`config.mk`:
```
export PLATFORM = sky130hd
export DESIGN_NAME = alu_reservation_station
export DESIGN_NICKNAME = d
export VERILOG_FILES = /design/src/rtl/issue_pkg.sv /design/src/rtl/rs_slot.sv /design/src/rtl/alu_reservation_station.sv
export SDC_FILE = /design/constraint.sdc
export NUM_CORES = 2
export LEC_CHECK = 0
export ABC_AREA = 1
export CAP_MARGIN = 20
export CORE_ASPECT_RATIO = 0.8
export CORE_MARGIN = 2
export CORE_UTILIZATION = 55
export CTS_CLUSTER_DIAMETER = 150
export DETAILED_ROUTE_END_ITERATION = 6
export HOLD_SLACK_MARGIN = 0.12
export PLACE_DENSITY_LB_ADDON = 0.3
export SLEW_MARGIN = 25
export SYNTH_ARGS = -nofsm -noshare
export SYNTH_HDL_FRONTEND = slang
export SYNTH_HIERARCHICAL = 1
export SYNTH_SLANG_ARGS = --single-unit
```
`constraint.sdc`:
```
create_clock -name clk_i -period 2.8 [get_ports clk_i]
set_input_delay 0.7 -clock clk_i [delete_from_list [all_inputs] [get_ports clk_i]]
set_output_delay 0.7 -clock clk_i [all_outputs]
set_load 0.01 [all_outputs]
```
`src/rtl/issue_pkg.sv`:
```
// rtl/issue_pkg.sv - shared types and widths for the ALU reservation station
//
// Purpose: common widths, the tag-width helper and the per-entry record
// used by alu_reservation_station and rs_slot.
//   CMD_W   : width of the dispatched command word (ALU control in [4:2])
//   DATA_W  : operand / result width
//   tag_w() : ROB tag width for a given ROB size (one extra code point)
//   rs_src_t   : {rdy, val}; when rdy=0 the low tag bits of val hold the producer tag
//   rs_entry_t : {valid, cmd, src1, src2, val3}
package issue_pkg;

  localparam int CMD_W  = 10;
  localparam int DATA_W = 64;

  function automatic int tag_w(input int rob_size);
    return $clog2(rob_size + 1);
  endfunction

  typedef struct packed {
    logic              rdy;
    logic [DATA_W-1:0] val;
  } rs_src_t;

  typedef struct packed {
    logic              valid;
    logic [CMD_W-1:0]  cmd;
    rs_src_t           src1;
    rs_src_t           src2;
    logic [DATA_W-1:0] val3;
  } rs_entry_t;

endpackage

```
`src/rtl/rs_slot.sv`:
```
// rtl/rs_slot.sv - one reservation station entry with CDB snoop
//
// Purpose: holds a single renamed ALU op. Written on dispatch, resolves
// its unready sources from the CDB, cleared when the op is issued.
// Optional macro: RS_DISPATCH_BYPASS_EN - a source written unready whose
// tag matches the same-cycle CDB broadcast is captured as ready.
// Ports:
//   clk_i, reset_i         : clock, synchronous active-high reset
//   wr_i, wr_*_i           : dispatch write strobe and entry contents
//   clr_i                  : issue accepted from this entry
//   cdb_valid_i/tag_i/val_i: common data bus broadcast
//   entry_o, tag_o         : registered entry state and destination tag
//   ready_o                : valid with both sources ready
module rs_slot
  import issue_pkg::*;
#(
  parameter int TAG_W = 5
) (
  input  logic              clk_i,
  input  logic              reset_i,
  input  logic              wr_i,
  input  logic [CMD_W-1:0]  wr_cmd_i,
  input  logic [TAG_W-1:0]  wr_tag_i,
  input  rs_src_t           wr_src1_i,
  input  rs_src_t           wr_src2_i,
  input  logic [DATA_W-1:0] wr_val3_i,
  input  logic              clr_i,
  input  logic              cdb_valid_i,
  input  logic [TAG_W-1:0]  cdb_tag_i,
  input  logic [DATA_W-1:0] cdb_val_i,
  output rs_entry_t         entry_o,
  output logic [TAG_W-1:0]  tag_o,
  output logic              ready_o
);

  rs_entry_t        entry_q, entry_d;
  logic [TAG_W-1:0] tag_q, tag_d;

  // A waiting source picks up the broadcast value when its producer tag matches.
  function automatic rs_src_t snoop(input rs_src_t s, input logic cv,
                                    input logic [TAG_W-1:0] ct,
                                    input logic [DATA_W-1:0] cval);
    rs_src_t r;
    r = s;
    if (!s.rdy && cv && (s.val[TAG_W-1:0] == ct)) begin
      r.rdy = 1'b1;
      r.val = cval;
    end
    return r;
  endfunction

  always_comb begin
    entry_d = entry_q;
    tag_d   = tag_q;
    if (wr_i) begin
      entry_d.valid = 1'b1;
      entry_d.cmd   = wr_cmd_i;
      entry_d.val3  = wr_val3_i;
      tag_d         = wr_tag_i;
`ifdef RS_DISPATCH_BYPASS_EN
      entry_d.src1  = snoop(wr_src1_i, cdb_valid_i, cdb_tag_i, cdb_val_i);
      entry_d.src2  = snoop(wr_src2_i, cdb_valid_i, cdb_tag_i, cdb_val_i);
`else
      entry_d.src1  = wr_src1_i;
      entry_d.src2  = wr_src2_i;
`endif
    end else if (clr_i) begin
      // The issuing entry is already fully ready, so no snoop is needed here.
      entry_d.valid = 1'b0;
    end else if (entry_q.valid) begin
      entry_d.src1 = snoop(entry_q.src1, cdb_valid_i, cdb_tag_i, cdb_val_i);
      entry_d.src2 = snoop(entry_q.src2, cdb_valid_i, cdb_tag_i, cdb_val_i);
    end
  end

  always_ff @(posedge clk_i) begin
    if (reset_i) begin
      entry_q <= '0;
      tag_q   <= '0;
    end else begin
      entry_q <= entry_d;
      tag_q   <= tag_d;
    end
  end

  assign entry_o = entry_q;
  assign tag_o   = tag_q;
  assign ready_o = entry_q.valid & entry_q.src1.rdy & entry_q.src2.rdy;

endmodule

```
`src/rtl/alu_reservation_station.sv`:
```
// rtl/alu_reservation_station.sv - multi-entry ALU reservation station
//
// Purpose: accepts renamed ALU ops, snoops the CDB for operand tags and
// presents the lowest-index fully-ready entry to the issue stage. The entry
// is released only on a cycle where the issue stage is not stalling.
// Optional macro: RS_DISPATCH_BYPASS_EN (see rs_slot).
// Ports:
//   clk_i, reset_i       : clock, synchronous active-high reset
//   disp*_i              : dispatch op, destination tag, sources, val3
//   full_o               : every entry valid (no credit for a same-cycle issue)
//   cdb*_i               : common data bus broadcast
//   reservationStation*_o, RSVal3_o : selected entry, zero when none ready
//   readyRS_o            : an entry is presented
//   stallRS_i            : issue stage cannot capture this cycle
module alu_reservation_station
  import issue_pkg::*;
#(
  parameter int ROBsize    = 16,
  parameter int ROBsizeLog = tag_w(ROBsize),
  parameter int RSentries  = 4
) (
  input  logic                  clk_i,
  input  logic                  reset_i,
  input  logic                  dispValid_i,
  input  logic [CMD_W-1:0]      dispCommands_i,
  input  logic [ROBsizeLog-1:0] dispTag_i,
  input  logic                  dispSrc1Rdy_i,
  input  logic [DATA_W-1:0]     dispSrc1Val_i,
  input  logic                  dispSrc2Rdy_i,
  input  logic [DATA_W-1:0]     dispSrc2Val_i,
  input  logic [DATA_W-1:0]     dispVal3_i,
  output logic                  full_o,
  input  logic                  cdbValid_i,
  input  logic [ROBsizeLog-1:0] cdbTag_i,
  input  logic [DATA_W-1:0]     cdbVal_i,
  output logic [DATA_W-1:0]     reservationStationVal1_o,
  output logic [DATA_W-1:0]     reservationStationVal2_o,
  output logic [DATA_W-1:0]     RSVal3_o,
  output logic [CMD_W-1:0]      reservationStationCommands_o,
  output logic [ROBsizeLog-1:0] reservationStationTag_o,
  output logic                  readyRS_o,
  input  logic                  stallRS_i
);

  localparam int IDX_W = $clog2(RSentries);

  rs_entry_t             entries [RSentries];
  logic [ROBsizeLog-1:0] tags    [RSentries];
  logic [RSentries-1:0]  valid_vec, ready_vec, wr_vec, clr_vec;
  logic [IDX_W-1:0]      sel_idx, free_idx;
  logic                  any_ready, any_free, disp_fire, issue_fire;
  rs_src_t               wr_src1, wr_src2;

  assign wr_src1 = '{rdy: dispSrc1Rdy_i, val: dispSrc1Val_i};
  assign wr_src2 = '{rdy: dispSrc2Rdy_i, val: dispSrc2Val_i};

  for (genvar g = 0; g < RSentries; g++) begin : g_slot
    rs_slot #(.TAG_W(ROBsizeLog)) u_slot (
      .clk_i       (clk_i),
      .reset_i     (reset_i),
      .wr_i        (wr_vec[g]),
      .wr_cmd_i    (dispCommands_i),
      .wr_tag_i    (dispTag_i),
      .wr_src1_i   (wr_src1),
      .wr_src2_i   (wr_src2),
      .wr_val3_i   (dispVal3_i),
      .clr_i       (clr_vec[g]),
      .cdb_valid_i (cdbValid_i),
      .cdb_tag_i   (cdbTag_i),
      .cdb_val_i   (cdbVal_i),
      .entry_o     (entries[g]),
      .tag_o       (tags[g]),
      .ready_o     (ready_vec[g])
    );
    assign valid_vec[g] = entries[g].valid;
  end

  // Fixed-priority encoders: scanning downward lets the lowest index win.
  always_comb begin
    sel_idx  = '0;
    free_idx = '0;
    for (int i = RSentries - 1; i >= 0; i--) begin
      if (ready_vec[i])  sel_idx  = IDX_W'(i);
      if (!valid_vec[i]) free_idx = IDX_W'(i);
    end
  end

  assign any_ready  = |ready_vec;
  assign any_free   = ~&valid_vec;
  assign full_o     = ~any_free;
  assign disp_fire  = dispValid_i & any_free;
  assign issue_fire = any_ready & ~stallRS_i;

  // The chosen free slot is never the issuing slot: the issuer is valid.
  always_comb begin
    wr_vec  = '0;
    clr_vec = '0;
    if (disp_fire)  wr_vec[free_idx] = 1'b1;
    if (issue_fire) clr_vec[sel_idx] = 1'b1;
  end

  always_comb begin
    reservationStationVal1_o     = '0;
    reservationStationVal2_o     = '0;
    RSVal3_o                     = '0;
    reservationStationCommands_o = '0;
    reservationStationTag_o      = '0;
    if (any_ready) begin
      reservationStationVal1_o     = entries[sel_idx].src1.val;
      reservationStationVal2_o     = entries[sel_idx].src2.val;
      RSVal3_o                     = entries[sel_idx].val3;
      reservationStationCommands_o = entries[sel_idx].cmd;
      reservationStationTag_o      = tags[sel_idx];
    end
  end

  assign readyRS_o = any_ready;

endmodule

```
# Word level (Yosys, flattened, before mapping)
# Index checks and enable logic that the tools add are counted.
# op_classes
magnitude_cmp,5
n_eq_ne,12
muxes,53
bitwise,12
n_reduce_logical,53
# op_table
op,n
two-way mux 130 bit,12
two-way mux 65 bit,8
binary-select mux 205 bit (select 2 bit),1
two-way mux 204 bit,2
two-way mux 64 bit,3
equality test 5 bit,8
nonzero test 2 bit,16
AND reduction 3 bit,8
logical AND 1 bit,18
two-way mux 2 bit,8
two-way mux 5 bit,3
bitwise AND 1 bit,10
binary-select mux 5 bit (select 2 bit),1
two-way mux 1 bit,10
two-way mux 10 bit,1
zero test 1 bit,9
two-way mux 4 bit,2
inequality test 2 bit (second input constant),4
less-than comparator 2 x 3 -> 1 bit (second input constant),2
demux 1 bit (select 2 bit),2
>= comparator 2 x 1 -> 1 bit (second input constant),2
AND reduction 4 bit,1
OR reduction 4 bit,1
>= comparator 3 bit (second input constant),1
other kinds (2),2
# totals
regBits,840
wordCells,167

# Longest topological paths before layout
# logic_depth
word_depth,13
mapped_depth,19
depth_no_buf,15

# By module
# The synthesis kept the hierarchy.
# by_module_without_submodules
module,instances,cells_per_inst,area_each_um2,seq_area_each_um2
rs_slot,4,1591,10032.1,4204.0
alu_reservation_station,1,1868,8222.9,0.0

# Worst setup path before layout
# Ideal clock, no wire load.
# synth_timing
path_type,register -> output
from,register g_slot[2].u_slot.entry_q (netlist bit g_slot[2].u_slot/entry_o[128])
to,output port reservationStationVal1_o[10]
t_arrival_ns,1.918
required_time_ns,2.100
slack_ns,0.182
stages_incl_launch_ff,10
n_path_buf,3
path_cell_list,dfxtp_1 inv_1 nor3_1 buf_2 nor2_1 nand2_1 inv_2 buf_2 buf_2 a21oi_1
# synth_via
word_cells_on_any_way,10
cone_classes,mux: 7; bitwise: 2; reduce/logical: 1
# synth_lines
element,line,source
from (decl),rs_slot.sv:36,"rs_entry_t entry_q, entry_d;"
from (signal assigned),rs_slot.sv:81,entry_q <= entry_d;
bitwise AND 1 bit,rs_slot.sv:88,assign ready_o = entry_q.valid & entry_q.src1.rdy & entry_q.src2.rdy;
named net ready_vec[2],alu_reservation_station.sv:49,"logic [RSentries-1:0] valid_vec, ready_vec, wr_vec, clr_vec;"
OR reduction 4 bit,alu_reservation_station.sv:88,assign any_ready = |ready_vec;
named net readyRS_o,alu_reservation_station.sv:41,"output logic readyRS_o,"
two-way mux 64 bit,alu_reservation_station.sv:108,if (any_ready) begin
to (decl),alu_reservation_station.sv:36,"output logic [DATA_W-1:0] reservationStationVal1_o,"
# The timed path passes the listed nets, and every way through them passes these cells. The select of a mux whose other input is x is not followed.

# Worst setup path in the final report
# layout_timing
from,register g_slot[1].u_slot.entry_q (netlist bit g_slot[1].u_slot/entry_o[204])
to,output port RSVal3_o[23]
# layout_via
elab_chain_len,9
word_cells_on_any_way,10
cone_classes,mux: 6; bitwise: 3; reduce/logical: 1
# layout_rtl
element,line,source
from (decl),rs_slot.sv:36,
from (signal assigned),rs_slot.sv:81,
bitwise AND 1 bit (*) (2 in a row),rs_slot.sv:88,
named net ready_vec[1],alu_reservation_station.sv:49,
two-way mux 2 bit (2 in a row),alu_reservation_station.sv:83,if (ready_vec[i]) sel_idx = IDX_W'(i);
NOT 2 -> 3 bit (not written as such),alu_reservation_station.sv:111,RSVal3_o = entries[sel_idx].val3;
binary-select mux 205 bit (select 2 bit),alu_reservation_station.sv:111,
two-way mux 204 bit (2 in a row),n/a,
two-way mux 64 bit (*),alu_reservation_station.sv:108,
to (decl),alu_reservation_station.sv:38,"output logic [DATA_W-1:0] RSVal3_o,"
# Mark *: on every way through the listed nets, which the timed path passes. The rest lies on a longest branch. The select of a mux whose other input is x is not followed.

==> out/metrics.cfg <==
[hold_path]
holdPathStages=2
hold_path_startpoint=g_slot[0].u_slot/entry_o[39]
worstHoldPathType=reg2reg
holdPathEnd=g_slot[0].u_slot/entry_o[39]

[pwr]
power_density_nw_per_um2=476
p_leak_nw=30.4
peakVddDrop_v=0.000514

[clock_network]
clk_pin_slew_ns=0.07
clk_latency_ns=0.67
ctsLongestPathBuffers=3
cts-buffers-inserted=89
ctsHtreeMaxLevel=3
clock-sinks=840
holdBufCountCts=0
tritoncts=built
cts-root-buf=clkbuf_16

[setup_path]
reg2reg_to=g_slot[0].u_slot/entry_o[122]
r2r-start=g_slot[1].u_slot/entry_o[204]
criticalPathCategory=reg2out
cp.required_ns=2.10
reg2reg_setup_slack_ns=-0.47
endpoint_kind=primary output
start_kind=flop
rr_worst_depth=18
worstPathArrival_ns=2.85
crit_path_max_fanout=12

[status]
violations=negative setup slack
status=finished, violations left

[floorplan]
die_w_um=335
rows=97
dieArea_sq_um=90300
dieHeight_um=269
ios=492
start_util_pct=55.4
coreArea_sq_um=87300

[timing]
fin_crit_sh_pct=127
layout_setup_ws_ns=-0.748
skew_ns=0.0298
period_needed_ns=3.55
slew_viol_final=0
setup_violations=468
clock.fmax_mhz=282
slew_headroom_pct=67.6
worst_pin_slew_ns=0.484
hold_viol=0
finalSetupTns_ns=-182.99
rsz0062_at_grt=true
hold_ws_ns=0.494

[synth]
synth_cell_types=22
syn_avg_cell_area_sq_um=5.87
syn-num-nets=8515
yosysWarnings=6
synthesis.area_sq_um=48400
yosysSeqAreaShare_pct=34.8
syn_inst=8232
synth-seq-cells=840

[cells_and_area]
areaGrowthSynthToFinish_pct=28.5
nets=8954
fillers=7090
drive_gt1_share_pct=13.2

[detailed_routing]
drc=0
firstDrtPassIters=7
vias_per_cell=5.87
drt_wl_total_mm=196
drt_iter0_drc=8140
antenna_left=0
route.vias.total=58000
wl_per_cell_um=19.9

[placement]
hpwlAfterDp_mm=120
gp_congestion=0.973
portBuffers=491

[grt]
grt_pass1_wl_mm=283
grt_overflow=0
grt_pass1_vias=51100
antenna_found_initial=9
grt_max_degree=83
grt_usage_pct=39.1

[job]
drv_cap=0

-- critical path, cell delays in order, from the launching register on --
cell and delay (ns):
dfxtp_2 0.33, inv_2 0.06, nor3_2 0.04, buf_4 0.15, nor2_4 0.24, buf_12 0.20, buf_16 0.15, buf_4 0.13
buf_12 0.12, nand3_1 0.08, nand2_1 0.07, nor2_1 0.06, a21oi_2 0.32, buf_2 0.21
-- final cells by class --
type                            count  area (sq um)  area share [%]
Multi-Input combinational cell   5966         26500            42.7
Sequential cell                   840         16800            27.1
Timing Repair Buffer              995         11200            18.1
Inverter                          777          2980            4.80
Clock buffer                      129          2670            4.30
Tap cell                         1138          1420            2.29
Clock inverter                     32           445           0.717
Timing Repair inverter              2          26.3          0.0423
Antenna cell                        8          20.0          0.0322
-- cells in the mapped netlist, drive strengths merged --
library cell	number	area [sq um]
nand2	2144	8050
nor2	1627	6120
nand3	1149	5750
dfxtp	840	16800
inv	773	2900
a21oi	719	3600
buf	463	2760
o21ai	317	1590
clkbuf	186	698
nor3	6	30.0
clkinv	4	15.0
nand4	1	6.26
nor3b	1	7.51
nor4	1	6.26
or2	1	6.26
-- per-stage QoR --
step	total power [W]	worst slack, ns	utilization (%)	instances	instance area, sq um
2_1_floorplan	0.0151	0.182	-	8232	48400
3_3_place_gp	0.0166	-0.391	64.1	9583	56000
3_5_place_dp	0.0167	-0.400	64.1	9583	56000
4_1_cts	0.0293	-0.924	69.1	9801	60300
5_1_grt	0.0304	-0.839	71.2	9885	62100
6_report	0.0296	-0.748	71.2	9887	62100
-- state kept, by name (all words and copies together) (netlist names) --
name / count
g_slot.u_slot/tag_o: 20
g_slot.u_slot/entry_o: 820
-- metal layers --
metal	routed length, um	part of all wire (%)	global-route usage, %	vias to the layer above
met3	26300	13	8.47	840
met1	73000	37	51.4	26300
met2	84400	43	60.2	4221
met5	13	0.0066	0	-
li1	-	-	-	26700
met4	12700	6.5	20.0	2
-- power by group --
group | switching [W] | internal, W | total (W)
sequential | 0.000304 | 0.0125 | 0.0128
combinational | 0.00246 | 0.00150 | 0.00396
clock | 0.00526 | 0.00754 | 0.0128
-- how the worst max path moves through the flow --
stage | startpoint | endpoint | slack, ns | cells past startpoint
4_1_cts | g_slot[0].u_slot/entry_o[128] | reservationStationVal1_o[41] | -0.92 | 12
2_1_floorplan | g_slot[2].u_slot/entry_o[128] | reservationStationVal1_o[10] | 0.18 | 9
6_report | g_slot[1].u_slot/entry_o[204] | RSVal3_o[23] | -0.75 | 13
5_1_grt | g_slot[1].u_slot/entry_o[128] | RSVal3_o[23] | -0.84 | 13
3_3_place_gp | g_slot[1].u_slot/entry_o[128] | reservationStationVal1_o[38] | -0.39 | 11
3_5_place_dp | g_slot[1].u_slot/entry_o[128] | reservationStationVal1_o[38] | -0.40 | 11
-- cells in the final DEF (no fill, tap or decap), types with 4 or more instances in the layout --
cell and n:
nand2_1 2124, nor2_1 1566, nand3_1 1079, dfxtp_1 829, inv_1 755, a21oi_1 608
o21ai_0 316, clkdlybuf4s50_1 283, buf_4 262, buf_12 143, clkbuf_16 117, buf_2 103
a21oi_2 101, clkbuf_2 55, buf_6 54, nor2_2 51, nand3_2 48, buf_16 34
clkbuf_8 25, nand3_4 22, clkinv_2 17, buf_8 17, nand2_2 15, inv_2 13
clkbuf_1 13, dfxtp_2 11, nor2_4 10, a21oi_4 10, bufinv_16 10, dlymetal6s2s_1 9
diode_2 8, inv_8 5, bufbuf_16 5, nand2_4 4, inv_6 4
-- timing repair --
action,in CTS,in global routing
pin swaps,27,106
setup buffers,37,50
cloned,20,36
setup endpoints to repair,448,468
resized for setup,344,723
-- cells by family after synthesis --
family,after synthesis,share of synthesized area (%)
and+or+nand+nor,4930,41.3
DFF,840,34.8
AOI/OAI and AO/OA,1036,10.7
buffers and inverters,1426,13.2
No activity file was read; power rests on OpenSTA's default activity.
